**src/rtl/ps2_pkg.sv**
```systemverilog
// Shared constants for the PS/2 scancode-set-2 receiver: frame FSM encoding,
// prefix bytes, the list of bytes that carry no key event, and default timing.
package ps2_pkg;

  localparam logic [1:0] ST_IDLE   = 2'd0;
  localparam logic [1:0] ST_DATA   = 2'd1;
  localparam logic [1:0] ST_PARITY = 2'd2;
  localparam logic [1:0] ST_STOP   = 2'd3;

  localparam logic [7:0] PS2_BREAK = 8'hF0;
  localparam logic [7:0] PS2_EXT   = 8'hE0;
  localparam logic [7:0] PS2_PAUSE = 8'hE1;

  localparam int DEF_FILTER_LEN = 8;
  localparam int DEF_TIMEOUT    = 65535;

  // Keyboard status/ack bytes that never describe a key.
  function automatic logic is_discard(input logic [7:0] b);
    case (b)
      8'h00, 8'hAA, 8'hEE, 8'hFA,
      8'hFC, 8'hFD, 8'hFE, 8'hFF: is_discard = 1'b1;
      default:                    is_discard = 1'b0;
    endcase
  endfunction

endpackage

```
**src/rtl/ps2_line_filter.sv**
```systemverilog
// PS/2 pin conditioning: two-FF synchronisers, a run-length glitch filter on the
// clock line, and a one-cycle pulse on each filtered falling clock edge.
module ps2_line_filter
  import ps2_pkg::*;
#(
  parameter int FILTER_LEN = DEF_FILTER_LEN
) (
  input  logic clock,
  input  logic reset,
  input  logic ps2_clk,
  input  logic ps2_dat,
  output logic fall,
  output logic dat
);

  localparam int CW = (FILTER_LEN > 1) ? $clog2(FILTER_LEN) : 1;

  logic [1:0]    clk_sync;
  logic [1:0]    dat_sync;
  logic          filt;
  logic [CW-1:0] cnt;

  // NOTE: sequential state uses non-blocking assignments so every register
  // in the block samples the values from before the clock edge.
  always_ff @(posedge clock) begin
    if (!reset) begin
      clk_sync <= 2'b11;
      dat_sync <= 2'b11;
      filt     <= 1'b1;
      cnt      <= '0;
      fall     <= 1'b0;
    end else begin
      clk_sync <= {clk_sync[0], ps2_clk};
      dat_sync <= {dat_sync[0], ps2_dat};
      fall     <= 1'b0;
      // The level flips only after FILTER_LEN back-to-back differing samples.
      if (clk_sync[1] == filt) begin
        cnt <= '0;
      end else if (cnt == CW'(FILTER_LEN - 1)) begin
        filt <= clk_sync[1];
        cnt  <= '0;
        fall <= filt;
      end else begin
        cnt <= cnt + 1'b1;
      end
    end
  end

  assign dat = dat_sync[1];

endmodule

```
**src/rtl/ps2_scancode.sv**
```systemverilog
// PS/2 keyboard receiver and scancode-set-2 decoder for the Spectrum key matrix.
// Define PS2_PAUSE_FILTER_EN to swallow the whole E1-led Pause key sequence.
module ps2_scancode
  import ps2_pkg::*;
#(
  parameter int FILTER_LEN = DEF_FILTER_LEN,
  parameter int TIMEOUT    = DEF_TIMEOUT
) (
  input  logic       clock,
  input  logic       reset,
  input  logic       ps2_clk,
  input  logic       ps2_dat,
  output logic       strobe,
  output logic       pressed,
  output logic [7:0] code,
  output logic       extended,
  output logic       error
);

  logic        fall;
  logic        dat;
  logic [1:0]  state;
  logic [2:0]  bit_cnt;
  logic [7:0]  shift;
  logic        par;
  logic [15:0] tcnt;
  logic        brk;
  logic        ext;
  logic        expired;
  logic        byte_valid;
  logic        fault;
  logic        skip_active;
  logic        swallow;

  ps2_line_filter #(.FILTER_LEN(FILTER_LEN)) u_filter (
    .clock   (clock),
    .reset   (reset),
    .ps2_clk (ps2_clk),
    .ps2_dat (ps2_dat),
    .fall    (fall),
    .dat     (dat)
  );

  always_comb begin
    expired    = (state != ST_IDLE) && (tcnt == 16'(TIMEOUT));
    byte_valid = fall && (state == ST_STOP) && dat && (^{shift, par});
    fault      = (fall && (state == ST_IDLE) && dat)
              || (fall && (state == ST_STOP) && !byte_valid)
              || (!fall && expired);
    swallow    = skip_active || is_discard(shift) || (shift == PS2_PAUSE);
  end

  // Frame FSM and inter-edge timeout; a fall in the expiry cycle wins.
  always_ff @(posedge clock) begin
    if (!reset) begin
      state   <= ST_IDLE;
      bit_cnt <= '0;
      shift   <= '0;
      par     <= 1'b0;
      tcnt    <= '0;
    end else if (fall) begin
      tcnt <= '0;
      case (state)
        ST_IDLE: if (!dat) begin
          state   <= ST_DATA;
          bit_cnt <= '0;
        end
        ST_DATA: begin
          shift   <= {dat, shift[7:1]};
          bit_cnt <= bit_cnt + 3'd1;
          if (bit_cnt == 3'd7) state <= ST_PARITY;
        end
        ST_PARITY: begin
          par   <= dat;
          state <= ST_STOP;
        end
        ST_STOP: state <= ST_IDLE;
        default: state <= ST_IDLE;
      endcase
    end else if (state == ST_IDLE) begin
      tcnt <= '0;
    end else if (expired) begin
      state <= ST_IDLE;
      tcnt  <= '0;
    end else begin
      tcnt <= tcnt + 16'd1;
    end
  end

  // Prefix flags and the key-event outputs the matrix latches.
  always_ff @(posedge clock) begin
    if (!reset) begin
      strobe   <= 1'b0;
      error    <= 1'b0;
      code     <= 8'h00;
      pressed  <= 1'b1;
      extended <= 1'b0;
      brk      <= 1'b0;
      ext      <= 1'b0;
    end else begin
      strobe <= 1'b0;
      error  <= fault;
      if (fault) begin
        brk <= 1'b0;
        ext <= 1'b0;
      end else if (byte_valid && !swallow) begin
        if (shift == PS2_BREAK) begin
          brk <= 1'b1;
        end else if (shift == PS2_EXT) begin
          ext <= 1'b1;
        end else begin
          strobe   <= 1'b1;
          code     <= shift;
          pressed  <= brk;
          extended <= ext;
          brk      <= 1'b0;
          ext      <= 1'b0;
        end
      end
    end
  end

`ifdef PS2_PAUSE_FILTER_EN
  logic [2:0] skip;

  assign skip_active = (skip != 3'd0);

  // E1 starts the Pause sequence; the following seven bytes belong to it.
  always_ff @(posedge clock) begin
    if (!reset) begin
      skip <= '0;
    end else if (fault) begin
      skip <= '0;
    end else if (byte_valid) begin
      if (skip_active)              skip <= skip - 3'd1;
      else if (shift == PS2_PAUSE)  skip <= 3'd7;
    end
  end
`else
  assign skip_active = 1'b0;
`endif

endmodule

```
**config.mk**
```make
export PLATFORM = sky130hd
export DESIGN_NAME = ps2_scancode
export DESIGN_NICKNAME = d
export VERILOG_FILES = /design/src/rtl/ps2_pkg.sv /design/src/rtl/ps2_line_filter.sv /design/src/rtl/ps2_scancode.sv
export SDC_FILE = /design/constraint.sdc
export NUM_CORES = 1
export LEC_CHECK = 0
export BUFFER_PORTS_ARGS = -buffer_cell sky130_fd_sc_hd__buf_2
export CORE_MARGIN = 2
export CORE_UTILIZATION = 35
export DETAILED_ROUTE_END_ITERATION = 12
export GPL_TIMING_DRIVEN = 1
export HOLD_SLACK_MARGIN = 0.08
export SYNTH_ARGS = -nofsm -noshare
export SYNTH_HDL_FRONTEND = slang
export SYNTH_HIERARCHICAL = 1
export SYNTH_SLANG_ARGS = --single-unit
```
**constraint.sdc**
```tcl
create_clock -name clock -period 3.35 [get_ports clock]
set_clock_uncertainty 0.15 [all_clocks]
set_input_delay 0.5025 -clock clock [delete_from_list [all_inputs] [get_ports clock]]
set_output_delay 0.5025 -clock clock [all_outputs]
set_load 0.05 [all_outputs]
```
# After elaboration in Yosys (flattened, before gate mapping)
# Cells that the tools add are included.
# totals
out_inout_bits	12
regBits	53
elab_cells	96
# classes
n_eq_ne	21
add_sub_neg	3
reduce_logical	35
mux	13
n_bitwise	7
# op_table
op	count
== test 8 bit (second input constant)	10
adder 16 x 1 -> 16 bit (second input constant)	1
== test 16 bit (second input constant)	1
two-way mux 2 bit	5
AND reduction 2 bit	5
logical AND 1 bit	9
XOR reduction 9 bit	1
zero test 8 bit	1
case mux 2 bit (4 select lines)	1
AND reduction 4 bit	2
OR reduction 4 bit	2
OR reduction 8 bit	1
NOT 1 bit	7
adder 3 x 1 -> 3 bit (second input constant)	2
== test 3 bit (second input constant)	2
case mux 3 bit (2 select lines)	1
nonzero test 2 bit	3
OR reduction 3 bit	2
two-way mux 1 bit	5
== test 2 bit (second input constant)	2
!= test 2 bit (second input constant)	2
zero test 1 bit	3
logical OR 1 bit	3
two-way mux 3 bit	1
other kinds (7)	7

# Longest topological paths before layout
# Gate-level depths: netlist of run 1.
# logic_depth
depth_word	10
depth_mapped	8

# Cells and area by module
# Netlist of run 1, hierarchy kept.
# by_module_without_submodules
mod	seq_area_each_um2	cells_per_inst	instances	area_per_inst_um2
ps2_scancode	880.8	245	1	2192.1
ps2_line_filter	180.2	23	1	299.0

# Worst setup path before layout of run 1
# No wires, ideal clock.
# synth_timing
kind	register to register
startpoint	reg shift[7]
endpoint	reg code[0]
path_slack_ps	1402
required_time_ps	3128
stages_incl_launch_ff	8
setup_ps	72
t_arrival_ps	1727
path_buffers	2
cell_sequence	dfxtp_1 > buf_6 > xor2_1 > xnor3_2 > xnor2_2 > nor3_2 > buf_6 > mux2i_1
# synth_via
elab_chain_cells	8
elab_cells_between_ends	26
# synth_lines
item	line	source
start, declared	ps2_scancode.sv:24	logic [7:0] shift;
start signal, assigned	ps2_scancode.sv:69	shift <= {dat, shift[7:1]};
branches (longest 7 deep; another with == test 8 bit)	n/a	
AND reduction 4 bit (no source line) *	n/a	
end signal, assigned	ps2_scancode.sv:113	code <= shift;
end, declared	ps2_scancode.sv:15	output logic [7:0] code,
# Mark *: on every way between the ends.
# A chain may end at the register's enable or synchronous reset.

# Final worst setup path of run 1
# layout_timing
startpoint	reg shift[7]
endpoint	reg pressed
# layout_via
elab_chain_cells	8
elab_cells_between_ends	26
# layout_lines
item	line	source
branches (longest 7 deep; another with == test 8 bit)	n/a	
AND reduction 4 bit (no source line) *	n/a	
end signal, assigned	ps2_scancode.sv:114	pressed <= brk;
end, declared	ps2_scancode.sv:14	output logic pressed,
# Marked as above.

==> flow_metrics.tcl, run 1 <==
set metrics [dict create \
    clockBufferDepth 2 \
    grt-ovfl-total 0 \
    portBuffers 15 \
    post-dp-hpwl_um 3010 \
    fmax_ghz 0.386 \
    cpMaxStageDelayCell "nor3_2" \
    synth_seq_cells 53 \
    clkPwrFrac 0.406 \
    cts_hold_buf 0 \
    pwr-share-comb 0.016 \
    vias_per_cell 4.75 \
    row_count 30 \
    r2r-start "shift[7]" \
    timing.rr.end "pressed" \
    leakagePower_nw 0.994 \
    drive_gt1_frac 0.115 \
    async_reset_ff_frac 0 \
    hold_violations 0 \
    antenna_found_initial 0 \
    drv_slew 0 \
    routed_wl_um 4140 \
    cts_resized 0 \
    initial_core_util 0.365 \
    ant_nets 0 \
    first_iter_violations 86 \
    avgSynthCellArea_um2 9.30 \
    core_um2 6830 \
    cts_max_level 2 \
    drc 0 \
    die_x_um 88.4 \
    nets 291 \
    worst-setup-path-type "reg -> reg" \
    cts.clk_slew.worst_paths_ns 0.09 \
    die-area_um2 7810 \
    clk_latency_ns 0.30 \
    status "finished, final reports clean" \
    cp.required_ns 3.43 \
    synth_edf_count 0 \
    holdPathStages 2 \
    maxSlewHeadroom 0.377 \
    setup_violations 0 \
    postCtsSetupBuffers 0 \
    reg2reg_depth 5 \
    rrSetupSlack_ns 0.76 \
    clock-sinks 53 \
    worst_pin_slew_ns 0.930 \
    firstDrtPassIters 4 \
    synthCells 268 \
    synth_fp_nets 282 \
    finalCritPeriodShare 0.773 \
    power.switching_w 0.000213 \
    placedInstanceArea_um2 2600 \
    dieHeight_um 88.4 \
    wl_per_cell_um 11.1 \
    critical_path_peak_fanout 10 \
    gp_congestion 0.767 \
    start_kind "register" \
    track_usage 0.122 \
    min_delay_worst_endpoint "u_filter/dat_sync[0]" \
    cts_tree "done" \
    path_delay_family "XOR/XNOR gates" \
    vias 1778 \
    syn-cell-area_um2 2490 \
    seqPwrFrac 0.578 \
    p_sw_frac 0.194 \
    ys.flop_type "dfxtp_1" \
    numCtsBuffers 5 \
    critical_path_buf_inv_count 0 \
    grt_pass1_wl_um 7610 \
    synth_warnings 6 \
    hp-class "in -> reg" \
    finalSetupTns_ns 0 \
    cts-root-buf "clkbuf_8" \
    ys_types 40 \
    peakVddDrop_mv 0.356 \
    worst_path_largest_cell_delay_ns 0.77 \
    cp-end-kind "register" \
    holdCritStartpoint "ps2_dat" \
    area_delta_synth_final_pct 8.94 \
    path_cells "xor2_1 > xnor3_2 > xnor2_2 > nor3_2 > mux2i_1" \
    ios 16 \
    power.internal_w 0.000883 \
    arrival_ns 2.68 \
    powerDensity_nw_per_um2 404 \
    grt_pass1_vias 1755 \
    grt_max_degree 36 \
    seq_area_frac_synth 0.426 \
    fin_area_um2 2710 \
    maxCapViolations 0 \
    rsz0062_at_grt "false" \
    period_needed_ns 2.59 \
    diodes 0 \
]
## state kept, by name, indices dropped and copies added, names as in the netlist, 2 cells and up
signal and count:
shift 8, code 8, bit_cnt 3, tcnt 16
u_filter/cnt 3, state 2, u_filter/dat_sync 2, u_filter/clk_sync 2
## through the flow
step / cells / util / hold slack, ns / worst slack [ns] / total power [W]
after floorplan: 268 / - / 0.235 / 1.40 / 0.000661
after global placement: 366 / 0.380 / 0.239 / 0.790 / 0.000666
after detailed placement: 366 / 0.380 / 0.242 / 0.700 / 0.000666
after CTS: 374 / 0.397 / 0.214 / 0.688 / 0.00112
after global routing: 374 / 0.397 / 0.228 / 0.500 / 0.00114
final: 374 / 0.397 / 0.231 / 0.759 / 0.00110
## cells in the mapped netlist (all sizes together), types with 2 or more instances
library cell | instances | area (um2)
a21boi | 9 | 67.6
a22oi | 2 | 15.0
a31oi | 2 | 12.5
and2 | 3 | 18.8
and3 | 5 | 31.3
and4 | 2 | 17.5
buf | 9 | 81.3
clkbuf | 6 | 22.5
dfxtp | 53 | 1060
ha | 10 | 125
inv | 4 | 15.0
mux2i | 14 | 140
nand2 | 38 | 143
nand2b | 2 | 12.5
nand3 | 24 | 120
nand4 | 4 | 25.0
nor2 | 21 | 78.8
nor2b | 7 | 46.3
nor3 | 6 | 35.0
o211ai | 2 | 15.0
o21a | 3 | 22.5
o21ai | 5 | 25.0
or2b | 5 | 37.5
or3 | 2 | 12.5
or4 | 2 | 22.5
xnor2 | 5 | 51.3
xnor3 | 2 | 46.3
xor2 | 15 | 131
## area by class of cell
class | count | area [um2]
clock buffer | 7 | 86.3
clock inverter | 1 | 30.0
sequential | 53 | 1060
fill | 723 | 4120
multi-input combinational | 196 | 1310
timing repair buffer | 17 | 90.1
tap | 96 | 120
inverter | 4 | 15.0
## how the worst max path moves through the flow
stage          depth (start not counted)       to      from  slack, ns
5_1_grt                                5  pressed  shift[7]       0.50
2_1_floorplan                          7  code[0]  shift[7]       1.40
4_1_cts                                5  pressed  shift[7]       0.69
3_3_place_gp                           5  code[4]  shift[7]       0.79
3_5_place_dp                           5  pressed  shift[7]       0.70
6_report                               5  pressed  shift[7]       0.76
## cell usage in the layout, fill, tap and decap left out, drive strengths merged, types with 6 or more instances in the layout
cell     n
a21boi   9
buf     17
clkbuf   7
dfxtp   53
ha      10
mux2i   14
nand2   38
nand3   24
nor2    21
nor2b    7
nor3     6
xor2    15
## per-layer routing
metal  track usage  vias to the layer above  routed length, um
met5             0                        -                  0
met2         0.203                       28               1840
met3        0.0299                        7                145
li1              -                      930                  -
met4        0.0441                        0                 63
met1         0.153                      813               2100
## power groups by stage
stage / clock (W) / sequential (W) / combinational, W
after floorplan: 0 / 0.000648 / 0.0000133
after global placement: 0 / 0.000648 / 0.0000181
after detailed placement: 0 / 0.000648 / 0.0000180
after CTS: 0.000465 / 0.000634 / 0.0000181
after global routing: 0.000486 / 0.000634 / 0.0000201
final: 0.000445 / 0.000634 / 0.0000175
## cell families (layout without fill, tap and decap cells)
| kind of cell | after synthesis | in the layout | synth area share |
|---|---|---|---|
| buf+inv | 19 | 29 | 0.0477 |
| fa+ha+maj | 10 | 10 | 0.0502 |
| mux | 14 | 14 | 0.0563 |
| flops | 53 | 53 | 0.426 |
| compound gates | 26 | 26 | 0.0758 |
| simple gates | 124 | 124 | 0.252 |
| xor+xnor | 22 | 22 | 0.0919 |
Note: power is estimated with default switching activity, not from simulation.
==> inputs of run 2 (changes only) <==
==> constraint.sdc (replaced) <==
create_clock -name clock -period 2.52 [get_ports clock]
set_clock_uncertainty 0.15 [all_clocks]
set_input_delay 0.378 -clock clock [delete_from_list [all_inputs] [get_ports clock]]
set_output_delay 0.378 -clock clock [all_outputs]
set_load 0.05 [all_outputs]
==> run 2 against run 1 <==
Against the previous run: critical path depth increased by 1; core utilization grew 0.66 points; sequential share of layout area is 0.64 points lower; die area unchanged; largest power group unchanged; highest routed layer unchanged.
==> flow_metrics.tcl, run 2 (synthesis gave the netlist of run 1 again) <==
set metrics [dict create \
    status "finished, final reports clean" \
    dieHeight_um 88.4 \
    clockBufferDepth 2 \
    power_w 0.00132 \
    largest_reg_flops 16 \
    final_common_cell "dfxtp_1" \
    cts_max_level 2 \
    grt_pass1_wl_um 7180 \
    core_um2 6830 \
    holdCritStartpoint "ps2_clk" \
    dp_slack_ns -0.121 \
    worst_path_largest_cell_delay_ns 0.50 \
    rrSetupSlack_ns 0.37 \
    cts.clk_slew.worst_paths_ns 0.10 \
    gp_congestion 0.762 \
    initial_core_util 0.365 \
    layout_common_cells "dfxtp_1, nand2_1, nand3_1" \
    regMostFlops "tcnt" \
    fmax_ghz 0.465 \
    clock-sinks 53 \
    diodes 0 \
    die-area_um2 7810 \
    setup_violations 0 \
    cp.required_ns 2.60 \
    grt_pass1_vias 1594 \
    critical_path_peak_fanout 10 \
    portBuffers 15 \
    reg2reg_depth 6 \
    finish.utilization 0.404 \
    post-dp-hpwl_um 3090 \
    hold_violations 0 \
    cpMaxStageDelayCell "dfxtp_1" \
    antenna_found_initial 0 \
    vias_per_cell 4.61 \
    maxCapViolations 0 \
    reg_top3 "tcnt: 16 flops, code: 8 flops, shift: 8 flops" \
    drive_gt1_frac 0.140 \
    critical_path_buf_inv_count 1 \
    firstDrtPassIters 4 \
    clk_latency_ns 0.30 \
    drv_slew 0 \
    period_needed_ns 2.15 \
    die_x_um 88.4 \
    path_delay_family "XOR/XNOR gates" \
    hp-class "in -> reg" \
    finalCritPeriodShare 0.854 \
    leakagePower_nw 1.03 \
    nets 299 \
    row_count 30 \
    r2r-start "shift[7]" \
    timing.rr.end "code[6]" \
    grt-ovfl-total 0 \
    grt_max_degree 30 \
    powerDensity_nw_per_um2 479 \
    cp-startpoint "shift[7]" \
    peakVddDrop_mv 0.218 \
    path_cells "xor2_1 > xnor3_2 > xnor2_2 > nor3_4 > buf_12 > mux2i_1" \
    cts_hold_buf 0 \
    area_delta_synth_final_pct 10.7 \
    wl_per_cell_um 11.0 \
    setup_slack_ns 0.368 \
    first_iter_violations 101 \
    path_depth 6 \
    routed_wl_um 4190 \
    worst_pin_slew_ns 0.486 \
    rsz0062_at_grt "false" \
    start_kind "register" \
    maxSlewHeadroom 0.676 \
    drc 0 \
    min_delay_worst_endpoint "u_filter/clk_sync[0]" \
    ios 16 \
    worst-setup-path-type "reg -> reg" \
    track_usage 0.116 \
    ant_nets 0 \
    cp-end-kind "register" \
    cts_tree "done" \
    holdPathStages 2 \
    cts-root-buf "clkbuf_8" \
    vias 1761 \
    arrival_ns 2.23 \
    numCtsBuffers 5 \
]
## run 2: changes by cell type in the layout (fill, tap and decap cells not counted), sizes merged
cell,delta
clkbuf,-1
clkinv,+2
buf,+8
bufinv,-1
## run 2: metal layers
metal	vias to the layer above	routed length, um	part of all wire	global-route usage
li1	946	-	-	-
met1	795	2230	0.53	0.159
met2	18	1840	0.44	0.180
met3	2	104	0.025	0.0280
met4	0	14	0.0033	0.0372
met5	-	0	0	0
## run 2: final cells by class
cell class	instances	area, um2
fillers	707	4070
clock inverters	2	10.0
clock buffers	6	72.6
flip-flops and latches	53	1060
well taps	96	120
repair buffers	25	163
multi-input cells	196	1320
inverters	4	15.0
## run 2: how the worst max path moves through the flow
stage	end	slack, ns
6_report	code[6]	0.37
2_1_floorplan	code[0]	0.57
3_5_place_dp	pressed	-0.12
4_1_cts	code[6]	0.10
3_3_place_gp	extended	-0.04
5_1_grt	code[6]	0.23
## run 2: report_power, final
group	leakage (nW)	total [W]	internal, W	switching (W)
clock network	0.0450	0.000456	0.000193	0.000262
logic	0.555	0.0000253	0.0000108	0.0000145
registers	0.428	0.000841	0.000840	0.00000135
total	1.03	0.00132	0.00104	0.000278
## run 2: timing repair
| action | CTS | global route |
|---|---|---|
| resized for setup | 1 | 0 |
| endpoints found under the setup margin | 10 | 7 |
| pin swaps | 0 | 1 |
| buffers inserted | 0 | 1 |
## run 2: stage by stage
step | instance area (um2) | cells | setup TNS [ns] | hold WS, ns
final | 2760 | 382 | 0 | 0.107
after global routing | 2760 | 382 | 0 | 0.0903
after detailed placement | 2650 | 373 | -1.06 | 0.244
after global placement | 2650 | 373 | -0.334 | 0.237
after CTS | 2740 | 381 | 0 | 0.0945
after floorplan | 2490 | 268 | 0 | 0.235
